--- src/rtl/cordic_arb_pkg.sv ---
`default_nettype none
// ============================================================================
//  Package     : cordic_arb_pkg
//  Description : Shared types and constants for the CORDIC time-sharing
//                arbiter. Holds the arbiter state encoding, the default
//                operand width and the CORDIC mode encodings carried on sel.
//  Revision    : 1.0 - initial release
// ============================================================================
package cordic_arb_pkg;

    typedef enum logic [1:0] {
        IDLE = 2'd0,
        BUSY = 2'd1,
        RESP = 2'd2
    } arb_state_t;

    localparam int DATA_W = 32;

    // Mode values carried on sel / cor_select
    localparam logic MODE_ROT = 1'b0;
    localparam logic MODE_VEC = 1'b1;

endpackage
`default_nettype wire

--- src/rtl/cordic_arbiter_if.sv ---
`default_nettype none
// ============================================================================
//  Interface   : cordic_arbiter_if
//  Description : Bundles the requester-side and core-side signals of the
//                CORDIC arbiter.
//                  requester side : req, sel, x_in/y_in/z_in (per requester)
//                                   grant, resp_valid (one-hot pulses)
//                                   x_out/y_out/z_out, resp_err (broadcast)
//                  core side      : cor_enable, cor_select, cor_x/y/z_in
//                                   cor_x/y/z_out, cor_done
//                master = arbiter view, slave = environment view.
//  Revision    : 1.0 - initial release
// ============================================================================
interface cordic_arbiter_if
    import cordic_arb_pkg::*;
#(
    parameter int NUM_REQ = 2,
    parameter int DATA_W  = cordic_arb_pkg::DATA_W
);
    logic [NUM_REQ-1:0]             req;
    logic [NUM_REQ-1:0]             sel;
    logic [NUM_REQ-1:0][DATA_W-1:0] x_in;
    logic [NUM_REQ-1:0][DATA_W-1:0] y_in;
    logic [NUM_REQ-1:0][DATA_W-1:0] z_in;
    logic [NUM_REQ-1:0]             grant;
    logic [NUM_REQ-1:0]             resp_valid;
    logic [DATA_W-1:0]              x_out;
    logic [DATA_W-1:0]              y_out;
    logic [DATA_W-1:0]              z_out;
    logic                           resp_err;

    logic                           cor_enable;
    logic                           cor_select;
    logic [DATA_W-1:0]              cor_x_in;
    logic [DATA_W-1:0]              cor_y_in;
    logic [DATA_W-1:0]              cor_z_in;
    logic [DATA_W-1:0]              cor_x_out;
    logic [DATA_W-1:0]              cor_y_out;
    logic [DATA_W-1:0]              cor_z_out;
    logic                           cor_done;

    modport master (
        input  req, sel, x_in, y_in, z_in,
        input  cor_x_out, cor_y_out, cor_z_out, cor_done,
        output grant, resp_valid, x_out, y_out, z_out, resp_err,
        output cor_enable, cor_select, cor_x_in, cor_y_in, cor_z_in
    );

    modport slave (
        output req, sel, x_in, y_in, z_in,
        output cor_x_out, cor_y_out, cor_z_out, cor_done,
        input  grant, resp_valid, x_out, y_out, z_out, resp_err,
        input  cor_enable, cor_select, cor_x_in, cor_y_in, cor_z_in
    );

endinterface
`default_nettype wire

--- src/rtl/cordic_arbiter_rr_picker.sv ---
`default_nettype none
// ============================================================================
//  Module      : rr_picker
//  Description : Combinational round-robin selector. Returns the first set
//                bit of req at or after rr_ptr, wrapping around.
//                  req        in  [NUM_REQ] request vector
//                  rr_ptr     in  [IDX_W]   highest-priority position
//                  winner     out [NUM_REQ] one-hot winner (zero if no req)
//                  winner_idx out [IDX_W]   binary index of the winner
//  Revision    : 1.0 - initial release
// ============================================================================
module rr_picker
    import cordic_arb_pkg::*;
#(
    parameter int NUM_REQ = 2,
    parameter int IDX_W   = $clog2(NUM_REQ)
) (
    input  wire logic [NUM_REQ-1:0] req,
    input  wire logic [IDX_W-1:0]   rr_ptr,
    output logic      [NUM_REQ-1:0] winner,
    output logic      [IDX_W-1:0]   winner_idx
);

    localparam logic [IDX_W:0] C_NUM = (IDX_W+1)'(NUM_REQ);

    logic [IDX_W:0]   w_sum;
    logic [IDX_W-1:0] w_cand;
    logic             w_found;

    // Walk candidates rr_ptr, rr_ptr+1, ... modulo NUM_REQ; first hit wins.
    // rr_ptr and the offset are both below NUM_REQ, so one conditional
    // subtraction is enough to wrap.
    always_comb begin
        winner     = '0;
        winner_idx = '0;
        w_found    = 1'b0;
        w_sum      = '0;
        w_cand     = '0;
        for (int i = 0; i < NUM_REQ; i++) begin
            w_sum = {1'b0, rr_ptr} + (IDX_W+1)'(i);
            if (w_sum >= C_NUM) begin
                w_sum = w_sum - C_NUM;
            end
            w_cand = w_sum[IDX_W-1:0];
            if (!w_found && req[w_cand]) begin
                w_found        = 1'b1;
                winner[w_cand] = 1'b1;
                winner_idx     = w_cand;
            end
        end
    end

endmodule
`default_nettype wire

--- src/rtl/cordic_arbiter.sv ---
`default_nettype none
// ============================================================================
//  Module      : cordic_arbiter
//  Description : Time-shares one iterative CORDIC core between NUM_REQ
//                requesters. A round-robin winner's operands and mode are
//                registered, the core runs until cor_done or a watchdog
//                expiry, and the result returns with a one-cycle resp_valid
//                pulse to the granted requester.
//                  clk  in  clock
//                  rst  in  asynchronous active-high reset
//                  bus  cordic_arbiter_if.master (requester + core signals)
//  Revision    : 1.0 - initial release
// ============================================================================
module cordic_arbiter
    import cordic_arb_pkg::*;
#(
    parameter int NUM_REQ = 2,
    parameter int DATA_W  = cordic_arb_pkg::DATA_W,
    parameter int TIMEOUT = 64
) (
    input  wire logic        clk,
    input  wire logic        rst,
    cordic_arbiter_if.master bus
);

    localparam int IDX_W = $clog2(NUM_REQ);
    localparam int WD_W  = $clog2(TIMEOUT + 1);

    localparam logic [1:0] S_IDLE = IDLE;
    localparam logic [1:0] S_BUSY = BUSY;
    localparam logic [1:0] S_RESP = RESP;

    localparam logic [WD_W-1:0]  C_WD_LAST  = WD_W'(TIMEOUT - 1);
    localparam logic [IDX_W-1:0] C_LAST_IDX = IDX_W'(NUM_REQ - 1);

    logic [1:0]         r_state;
    logic [IDX_W-1:0]   r_rr_ptr;
    logic [IDX_W-1:0]   r_owner;
    logic [WD_W-1:0]    r_wdog;
    logic [NUM_REQ-1:0] r_grant;
    logic [NUM_REQ-1:0] r_resp_valid;
    logic               r_resp_err;
    logic               r_cor_enable;
    logic               r_cor_select;
    logic [DATA_W-1:0]  r_cor_x;
    logic [DATA_W-1:0]  r_cor_y;
    logic [DATA_W-1:0]  r_cor_z;
    logic [DATA_W-1:0]  r_x_out;
    logic [DATA_W-1:0]  r_y_out;
    logic [DATA_W-1:0]  r_z_out;

    logic [NUM_REQ-1:0] w_winner;
    logic [IDX_W-1:0]   w_winner_idx;
    logic               w_any_req;
    logic [NUM_REQ-1:0] w_owner_oh;

    assign w_any_req  = |bus.req;
    assign w_owner_oh = NUM_REQ'(1) << r_owner;

    rr_picker #(
        .NUM_REQ (NUM_REQ),
        .IDX_W   (IDX_W)
    ) u_picker (
        .req        (bus.req),
        .rr_ptr     (r_rr_ptr),
        .winner     (w_winner),
        .winner_idx (w_winner_idx)
    );

    always_ff @(posedge clk or posedge rst) begin
        if (rst) begin
            r_state      <= S_IDLE;
            r_rr_ptr     <= '0;
            r_owner      <= '0;
            r_wdog       <= '0;
            r_grant      <= '0;
            r_resp_valid <= '0;
            r_resp_err   <= 1'b0;
            r_cor_enable <= 1'b0;
            r_cor_select <= 1'b0;
            r_cor_x      <= '0;
            r_cor_y      <= '0;
            r_cor_z      <= '0;
            r_x_out      <= '0;
            r_y_out      <= '0;
            r_z_out      <= '0;
        end else begin
            // grant / resp_valid / resp_err are single-cycle pulses
            r_grant      <= '0;
            r_resp_valid <= '0;
            r_resp_err   <= 1'b0;
            case (r_state)
                S_IDLE: begin
                    if (w_any_req) begin
                        r_cor_select <= bus.sel[w_winner_idx];
                        r_cor_x      <= bus.x_in[w_winner_idx];
                        r_cor_y      <= bus.y_in[w_winner_idx];
                        r_cor_z      <= bus.z_in[w_winner_idx];
                        r_grant      <= w_winner;
                        r_owner      <= w_winner_idx;
                        r_wdog       <= '0;
                        r_cor_enable <= 1'b1;
                        r_state      <= S_BUSY;
                    end
                end
                S_BUSY: begin
                    r_wdog <= r_wdog + WD_W'(1);
                    // cor_done is tested first so it wins over a
                    // simultaneous watchdog expiry.
                    if (bus.cor_done) begin
                        r_x_out      <= bus.cor_x_out;
                        r_y_out      <= bus.cor_y_out;
                        r_z_out      <= bus.cor_z_out;
                        r_resp_valid <= w_owner_oh;
                        r_cor_enable <= 1'b0;
                        r_state      <= S_RESP;
                    end else if (r_wdog == C_WD_LAST) begin
                        // Results are left at their previous values.
                        r_resp_valid <= w_owner_oh;
                        r_resp_err   <= 1'b1;
                        r_cor_enable <= 1'b0;
                        r_state      <= S_RESP;
                    end
                end
                S_RESP: begin
                    r_rr_ptr <= (r_owner == C_LAST_IDX) ? '0 : r_owner + IDX_W'(1);
                    r_state  <= S_IDLE;
                end
                default: begin
                    r_state <= S_IDLE;
                end
            endcase
        end
    end

    assign bus.grant      = r_grant;
    assign bus.resp_valid = r_resp_valid;
    assign bus.resp_err   = r_resp_err;
    assign bus.x_out      = r_x_out;
    assign bus.y_out      = r_y_out;
    assign bus.z_out      = r_z_out;
    assign bus.cor_enable = r_cor_enable;
    assign bus.cor_select = r_cor_select;
    assign bus.cor_x_in   = r_cor_x;
    assign bus.cor_y_in   = r_cor_y;
    assign bus.cor_z_in   = r_cor_z;

endmodule
`default_nettype wire
--- src/flat_wrapper.sv ---
// flat-port wrapper written by rule: the top's interface ports become plain ports
module cordic_arbiter_flat import cordic_arb_pkg::*;
#(
    parameter int NUM_REQ = 2,
    parameter int DATA_W  = cordic_arb_pkg::DATA_W,
    parameter int TIMEOUT = 64
)
  (clk, rst, bus_req, bus_sel, bus_x_in, bus_y_in, bus_z_in, bus_cor_x_out, bus_cor_y_out, bus_cor_z_out, bus_cor_done, bus_grant, bus_resp_valid, bus_x_out, bus_y_out, bus_z_out, bus_resp_err, bus_cor_enable, bus_cor_select, bus_cor_x_in, bus_cor_y_in, bus_cor_z_in);
  cordic_arbiter_if #(.NUM_REQ(NUM_REQ), .DATA_W(DATA_W)) bus_i ();
  input  wire logic clk;
  input  wire logic rst;
  input wire logic [$bits(bus_i.req)-1:0] bus_req;
  input wire logic [$bits(bus_i.sel)-1:0] bus_sel;
  input wire logic [$bits(bus_i.x_in)-1:0] bus_x_in;
  input wire logic [$bits(bus_i.y_in)-1:0] bus_y_in;
  input wire logic [$bits(bus_i.z_in)-1:0] bus_z_in;
  input wire logic [$bits(bus_i.cor_x_out)-1:0] bus_cor_x_out;
  input wire logic [$bits(bus_i.cor_y_out)-1:0] bus_cor_y_out;
  input wire logic [$bits(bus_i.cor_z_out)-1:0] bus_cor_z_out;
  input wire logic [$bits(bus_i.cor_done)-1:0] bus_cor_done;
  output wire logic [$bits(bus_i.grant)-1:0] bus_grant;
  output wire logic [$bits(bus_i.resp_valid)-1:0] bus_resp_valid;
  output wire logic [$bits(bus_i.x_out)-1:0] bus_x_out;
  output wire logic [$bits(bus_i.y_out)-1:0] bus_y_out;
  output wire logic [$bits(bus_i.z_out)-1:0] bus_z_out;
  output wire logic [$bits(bus_i.resp_err)-1:0] bus_resp_err;
  output wire logic [$bits(bus_i.cor_enable)-1:0] bus_cor_enable;
  output wire logic [$bits(bus_i.cor_select)-1:0] bus_cor_select;
  output wire logic [$bits(bus_i.cor_x_in)-1:0] bus_cor_x_in;
  output wire logic [$bits(bus_i.cor_y_in)-1:0] bus_cor_y_in;
  output wire logic [$bits(bus_i.cor_z_in)-1:0] bus_cor_z_in;
  assign bus_i.req = bus_req;
  assign bus_i.sel = bus_sel;
  assign bus_i.x_in = bus_x_in;
  assign bus_i.y_in = bus_y_in;
  assign bus_i.z_in = bus_z_in;
  assign bus_i.cor_x_out = bus_cor_x_out;
  assign bus_i.cor_y_out = bus_cor_y_out;
  assign bus_i.cor_z_out = bus_cor_z_out;
  assign bus_i.cor_done = bus_cor_done;
  assign bus_grant = bus_i.grant;
  assign bus_resp_valid = bus_i.resp_valid;
  assign bus_x_out = bus_i.x_out;
  assign bus_y_out = bus_i.y_out;
  assign bus_z_out = bus_i.z_out;
  assign bus_resp_err = bus_i.resp_err;
  assign bus_cor_enable = bus_i.cor_enable;
  assign bus_cor_select = bus_i.cor_select;
  assign bus_cor_x_in = bus_i.cor_x_in;
  assign bus_cor_y_in = bus_i.cor_y_in;
  assign bus_cor_z_in = bus_i.cor_z_in;
  cordic_arbiter #(.NUM_REQ(NUM_REQ), .DATA_W(DATA_W), .TIMEOUT(TIMEOUT)) u_core (.clk(clk), .rst(rst), .bus(bus_i));
endmodule
--- config.mk ---
export PLATFORM = sky130hd
export DESIGN_NAME = cordic_arbiter_flat
export DESIGN_NICKNAME = d
export VERILOG_FILES = /design/src/rtl/cordic_arb_pkg.sv /design/src/rtl/cordic_arbiter_if.sv /design/src/rtl/cordic_arbiter_rr_picker.sv /design/src/rtl/cordic_arbiter.sv /design/src/flat_wrapper.sv
export SDC_FILE = /design/constraint.sdc
export NUM_CORES = 1
export LEC_CHECK = 0
export CORE_AREA = 4 4 192 194
export CTS_CLUSTER_DIAMETER = 50
export DETAILED_ROUTE_END_ITERATION = 16
export DIE_AREA = 0 0 196 198
export SYNTH_ARGS = -nofsm -noshare
export SYNTH_HDL_FRONTEND = slang
export SYNTH_HIERARCHICAL = 1
export SYNTH_SLANG_ARGS = --single-unit
--- constraint.sdc ---
create_clock -name clk -period 8.65 [get_ports clk]
set_input_delay 1.73 -clock clk [delete_from_list [all_inputs] [get_ports clk]]
set_output_delay 1.73 -clock clk [all_outputs]
set_load 0.005 [all_outputs]
==> results of run 1 <==
-- registers in the layout (all words and copies together) (netlist names) --
signal / cells
u_core/bus.y_out: 32
u_core/bus.resp_valid: 2
u_core/r_wdog: 7
u_core/r_state: 2
u_core/r_rr_ptr: 1
u_core/r_owner: 1
u_core/bus.z_out: 32
u_core/bus.x_out: 32
u_core/bus.cor_select: 1
u_core/bus.cor_y_in: 32
u_core/bus.resp_err: 1
u_core/bus.cor_z_in: 32
u_core/bus.cor_enable: 1
u_core/bus.cor_x_in: 32
u_core/bus.grant: 2
-- metrics by stage --
step / instance area [um2] / instances / power, mW / util / hold slack, ns
floorplan: 9170 / 583 / 2.63 / - / 0.436
global placement: 14500 / 1511 / 3.90 / 0.411 / 0.467
detailed placement: 14500 / 1511 / 3.93 / 0.411 / 0.474
CTS: 15500 / 1563 / 5.21 / 0.440 / 0.487
global route: 15500 / 1563 / 5.42 / 0.440 / 0.496
finish: 15500 / 1563 / 5.10 / 0.440 / 0.481
-- synth_stat cells --
cell type and count:
a21boi_1 2, a21boi_2 1, a21o_1 1, a21oi_1 2, and2_1 3, buf_12 1
buf_2 11, buf_4 4, buf_6 3, buf_8 6, clkbuf_1 7, dfrtp_1 210
ha_1 1, inv_1 5, mux2_1 72, mux2_2 203, mux2_4 16, mux2i_1 3
nand2_1 3, nand2b_1 1, nand3_1 3, nand3b_1 1, nand4_1 1, nand4b_1 2
nor2_1 4, nor2_4 1, nor2b_1 1, nor4_1 1, o211ai_1 1, o21a_1 2
o21ai_0 6, o221ai_1 1, o31ai_1 1, o32ai_1 1, or2_4 1, or3_1 1
-- layer usage --
| metal | up-vias | wire, um | track usage |
|---|---|---|---|
| li1 | 3093 | - | - |
| met1 | 3296 | 11000 | 0.161 |
| met2 | 322 | 15000 | 0.261 |
| met3 | 45 | 3250 | 0.0684 |
| met4 | 4 | 752 | 0.0367 |
| met5 | - | 28 | 0 |
-- power by group --
part           total [mW]  leakage (nW)  switching, mW  internal (mW)
combinational        2.15          3.29          0.710           1.44
clock                1.23         0.490          0.458          0.768
sequential           1.73          2.48          0.255           1.47
total                5.10          6.27           1.42           3.68
-- kinds of logic (layout without fill, tap and decap cells) --
group | count (synthesis) | in the layout | synth area share
AO/OA/AOI/OAI | 18 | 18 | 0.0132
adder cells (fa/ha/maj) | 1 | 1 | 0.00136
buffers and inverters | 37 | 556 | 0.0299
flip-flops | 210 | 210 | 0.573
multiplexers | 294 | 294 | 0.367
AND/OR/NAND/NOR | 23 | 23 | 0.0149
-- final cells by class --
| class | instances | area (um2) |
|---|---|---|
| multi-input cells | 336 | 3650 |
| clock inverters | 12 | 168 |
| repair buffers | 499 | 4980 |
| flip-flops and latches | 210 | 5260 |
| clock buffers | 40 | 838 |
| inverters | 5 | 26.3 |
| well taps | 461 | 577 |
| fillers | 3271 | 19700 |
-- worst paths after layout --
path,startpoint,to,cells after the start
worst min register to register,u_core/bus.cor_x_in[7],u_core/bus.cor_x_in[7],1
min in group asynchronous,rst,u_core/bus.y_out[4],2
max in group asynchronous,rst,u_core/bus.cor_x_in[1],3
worst max-delay path,bus_req[1],u_core/bus.cor_y_in[28],5
worst max register to register,u_core/r_rr_ptr,u_core/bus.cor_y_in[28],5
worst min-delay path,u_core/bus.cor_x_in[7],u_core/bus.cor_x_in[7],1
==> impl_metrics.py, run 1 <==
metrics = {
    "setup_path": {
        "critPathCaptureType": "flop",
        "start_kind": "input port",
        "ff2ff_setup_slack_ns": 5.48,
        "crit_buf_inv": 2,
        "cp_max_fo": 65,
        "arrival_ns": 4.85,
        "critical_path_class": "in2reg",
        "crit_family": "buffers and inverters",
        "max_stage_delay_ns": 0.96,
        "cpMaxStageDelayCell": "a21boi_4",
        "required_ns": 9.08,
        "cp_cell_sequence": "clkdlybuf4s50_1 -> a21boi_4 -> buf_4 -> mux2_2 -> mux2_1",
    },
    "sta": {
        "finalSetupTns_ns": 0,
        "rsz0062_at_grt": "no",
        "fmax_mhz": 226,
        "slew_headroom": 0.202,
        "finalHoldViolations": 0,
        "final-setup-viol-count": 0,
        "setup_slack_ns": 4.23,
        "worst_clock_skew_ns": 0.0226,
        "worstMarginPinSlew_ns": 1.19,
        "post-route-min-period_ns": 4.42,
        "final.period_utilization": 0.511,
        "slew_violations": 0,
    },
    "clocking": {
        "cts_sinks": 210,
        "cts_buffers": 30,
        "cts.htree.levels": 1,
        "post_cts_resized": 0,
        "cts_hold_buffers": 0,
        "worstSkewPairLatency_ns": 0.56,
        "cts_tree": "done",
        "cts_setup_buffers": 0,
        "clk_path_buf_depth": 3,
        "cts.clk_slew.worst_paths_ns": 0.06,
        "root_buffer": "clkbuf_16",
    },
    "yosys": {
        "synth_fp_nets": 879,
        "synthCells": 583,
        "synth.distinct_cells": 36,
        "synth_top_cell_area_share": 0.573,
        "syn_area_um2": 9170,
        "ys_seq_area_frac": 0.573,
        "synth-seq-cells": 210,
        "syn_area_per_cell_um2": 15.7,
        "yosysWarnings": 6,
        "yosys-top-cells-area": "dfrtp_1 (57%), mux2_2 (25%), mux2_1 (8.8%)",
        "synth_top_cell_by_area": "dfrtp_1",
    },
    "status": {
        "status": "finished, final reports clean",
    },
    "floorplan": {
        "io_pins": 494,
        "placementRows": 69,
        "die_height_um": 198,
        "die_w_um": 196,
        "coreArea_um2": 35200,
        "start_util": 0.260,
        "dieArea_um2": 38800,
    },
    "detailed_routing": {
        "drt_wl_total_um": 30000,
        "drt-initial-drc-count": 112,
        "wl_per_cell_um": 19.2,
        "drcViolationCount": 0,
        "ant_nets": 0,
        "first_pass_iters": 5,
        "num_vias": 6760,
        "post_drt_via_cell_ratio": 4.33,
    },
    "flow_run": {
        "cap_violations": 0,
    },
    "power": {
        "p_per_area_nw_per_um2": 330,
        "peakVddDrop_v": 0.000218,
        "p_leak_nw": 6.27,
    },
    "global_routing": {
        "overflow": 0,
        "antenna_found_initial": 2,
        "first_global_vias": 7682,
        "grt_pass1_wl_um": 45200,
        "grt_use_total": 0.147,
        "grt_max_degree": 84,
    },
    "cells_and_area": {
        "final_cell_mix": "clkdlybuf4s50_1 (493), dfrtp_1 (210), mux2_2 (203), mux2_1 (72), clkbuf_16 (30)",
        "antenna_cells": 0,
        "fin_nets": 1378,
        "drive_above_1_share": 0.251,
        "final_common_cell": "clkdlybuf4s50_1",
        "syn_to_final_growth_pct": 69.0,
    },
    "place": {
        "io_buffers": 493,
        "place.gp.congestion": 0.795,
        "dp_slack_ns": 3.59,
        "dp_hpwl_um": 22700,
    },
    "hold_path": {
        "holdCritPathClass": "reg2reg",
    },
}
Note: power is estimated with default switching activity, not from simulation.
==> inputs of run 2 (changes only) <==
--- a/config.mk
+++ b/config.mk
@@ -5,10 +5,10 @@
 export SDC_FILE = /design/constraint.sdc
 export NUM_CORES = 1
 export LEC_CHECK = 0
-export CORE_AREA = 4 4 192 194
+export CORE_AREA = 4 4 190 192
 export CTS_CLUSTER_DIAMETER = 50
 export DETAILED_ROUTE_END_ITERATION = 16
-export DIE_AREA = 0 0 196 198
+export DIE_AREA = 0 0 194 196
 export SYNTH_ARGS = -nofsm -noshare
 export SYNTH_HDL_FRONTEND = slang
 export SYNTH_HIERARCHICAL = 1
==> constraint.sdc (replaced) <==
create_clock -name clk -period 3.8 [get_ports clk]
set_input_delay 0.76 -clock clk [delete_from_list [all_inputs] [get_ports clk]]
set_output_delay 0.76 -clock clk [all_outputs]
set_load 0.005 [all_outputs]
==> impl_metrics.py, run 2 (synthesis gave the netlist of run 1 again) <==
metrics = {
    "detailed_routing": {
        "first_pass_iters": 4,
        "drcViolationCount": 0,
        "wl_per_cell_um": 19.2,
        "num_vias": 6771,
        "ant_nets": 0,
        "post_drt_via_cell_ratio": 4.32,
        "drt-initial-drc-count": 151,
        "drt_wl_total_um": 30000,
    },
    "clocking": {
        "post_cts_resized": 0,
        "root_buffer": "clkbuf_16",
        "cts_buffers": 31,
        "worstSkewPairLatency_ns": 0.54,
        "cts_sinks": 210,
        "cts_hold_buffers": 0,
        "cts.clk_slew.worst_paths_ns": 0.05,
        "clk_path_buf_depth": 3,
        "cts.htree.levels": 1,
        "cts_setup_buffers": 0,
        "cts_tree": "done",
    },
    "power": {
        "clock_power_share": 0.254,
        "peakVddDrop_v": 0.000453,
        "finalPower_mw": 12.0,
        "netSwitchingFraction": 0.275,
        "combPwrFrac": 0.418,
        "p_per_area_nw_per_um2": 765,
        "p_int_mw": 8.73,
        "power_frac_seq": 0.328,
        "p_sw_mw": 3.31,
        "p_leak_nw": 6.38,
    },
    "place": {
        "place.gp.congestion": 0.809,
        "io_buffers": 493,
        "dp_hpwl_um": 22800,
        "dp_slack_ns": 0.807,
    },
    "hold_path": {
        "holdPathStages": 1,
        "worstHoldStart": "u_core/bus.cor_y_in[19]",
        "holdCritPathClass": "reg2reg",
    },
    "sta": {
        "final.period_utilization": 0.639,
        "finalSetupTns_ns": 0,
        "worstMarginPinSlew_ns": 0.906,
        "setup_slack_ns": 1.37,
        "rsz0062_at_grt": "no",
        "slew_violations": 0,
        "slew_headroom": 0.396,
        "worst_clock_skew_ns": 0.0139,
        "finalHoldViolations": 0,
        "post-route-min-period_ns": 2.43,
        "final-setup-viol-count": 0,
        "fmax_mhz": 412,
    },
    "floorplan": {
        "die_height_um": 196,
        "die_w_um": 194,
        "dieArea_um2": 38000,
        "coreArea_um2": 34400,
        "start_util": 0.267,
        "io_pins": 494,
        "placementRows": 68,
    },
    "setup_path": {
        "crit_family": "buffers and inverters",
        "r2r_cells": 5,
        "critical_path_class": "in2reg",
        "crit_end": "u_core/bus.cor_x_in[24]",
        "cp_common_cell": "buf_4",
        "arrival_ns": 2.85,
        "critPathCaptureType": "flop",
        "ff2ff_setup_slack_ns": 1.67,
        "path_depth": 6,
        "r2r-start": "u_core/r_rr_ptr",
        "start_kind": "input port",
        "required_ns": 4.22,
        "crit_buf_inv": 3,
        "cpMaxStageDelayCell": "clkdlybuf4s50_1",
        "crit_start": "bus_req[0]",
        "cp_cell_sequence": "clkdlybuf4s50_1 -> nor2_1 -> buf_4 -> nor2_4 -> buf_4 -> mux2_2",
        "reg2reg_to": "u_core/bus.cor_x_in[4]",
        "cp_max_fo": 19,
        "max_stage_delay_ns": 0.57,
    },
    "cells_and_area": {
        "final_common_cell": "clkdlybuf4s50_1",
        "syn_to_final_growth_pct": 71.7,
        "drive_above_1_share": 0.259,
        "regArea_um2": 5260,
        "final_cell_mix": "clkdlybuf4s50_1 (493), dfrtp_1 (210), mux2_2 (203), mux2_1 (72), clkbuf_16 (31)",
        "fin_nets": 1387,
        "multi_input_area_um2": 3650,
        "final_util": 0.458,
        "nFillCells": 3128,
    },
    "flow_run": {
        "cap_violations": 0,
    },
    "global_routing": {
        "grt_use_total": 0.150,
        "use_met3": 0.0580,
        "grt_max_degree": 143,
        "gr-max-usage-layer": "met2",
        "overflow": 0,
        "antenna_found_initial": 1,
        "grt_pass1_wl_um": 45700,
        "grtUsageMet2": 0.267,
        "use_met1": 0.168,
        "first_global_vias": 7621,
    },
    "status": {
        "status": "finished, final reports clean",
    },
}
[run 2: cell types whose count changed in the layout (fill, tap and decap cells not counted)]
| cell | change |
|---|---|
| buf_12 | +8 |
| bufinv_16 | +4 |
| clkbuf_1 | -3 |
| clkbuf_8 | -2 |
| clkbuf_16 | +1 |
| clkinv_2 | +1 |
| clkinv_8 | -1 |
| clkinvlp_4 | +1 |
| diode_2 | +1 |
| inv_6 | -1 |
[run 2: final cells by class]
class	count	area share
inverters	5	0.00143
clock inverters	16	0.0177
clock buffers	36	0.0524
repair buffers	507	0.327
flip-flops and latches	210	0.334
diodes	1	0.000159
well taps	455	0.0362
multi-input cells	336	0.232
[run 2: per-stage QoR]
stage / instance area [um2] / hold WS [ns] / std cells
2_1_floorplan: 9170 / 0.436 / 583
4_1_cts: 15700 / 0.485 / 1565
3_5_place_dp: 14600 / 0.474 / 1513
5_1_grt: 15700 / 0.499 / 1566
6_report: 15700 / 0.481 / 1566
3_3_place_gp: 14600 / 0.467 / 1513
[run 2: layer usage]
| layer | wire, um | share of wire | vias to the layer above |
|---|---|---|---|
| li1 | - | - | 3119 |
| met1 | 11400 | 0.38 | 3276 |
| met2 | 15100 | 0.50 | 323 |
| met3 | 2800 | 0.093 | 53 |
| met4 | 683 | 0.023 | 0 |
| met5 | 0 | 0 | - |
[run 2: worst min-delay path by stage]
stage	to	slack [ns]
final	u_core/bus.cor_y_in[19]	0.48
after global routing	u_core/bus.cor_y_in[4]	0.50
after CTS	u_core/bus.cor_y_in[19]	0.49
after detailed placement	u_core/bus.cor_y_in[19]	0.47
after global placement	u_core/bus.cor_z_in[29]	0.47
after floorplan	u_core/bus.resp_valid[0]	0.44
[run 2: power by group through the flow]
| stage | sequential [mW] | combinational [mW] | clock (mW) |
|---|---|---|---|
| final | 3.94 | 5.03 | 3.06 |
| after detailed placement | 3.98 | 5.13 | 0 |
| after global placement | 3.94 | 5.10 | 0 |
| after floorplan | 4.01 | 1.99 | 0 |
| after CTS | 3.96 | 5.15 | 3.18 |
| after global routing | 4.10 | 5.39 | 3.26 |
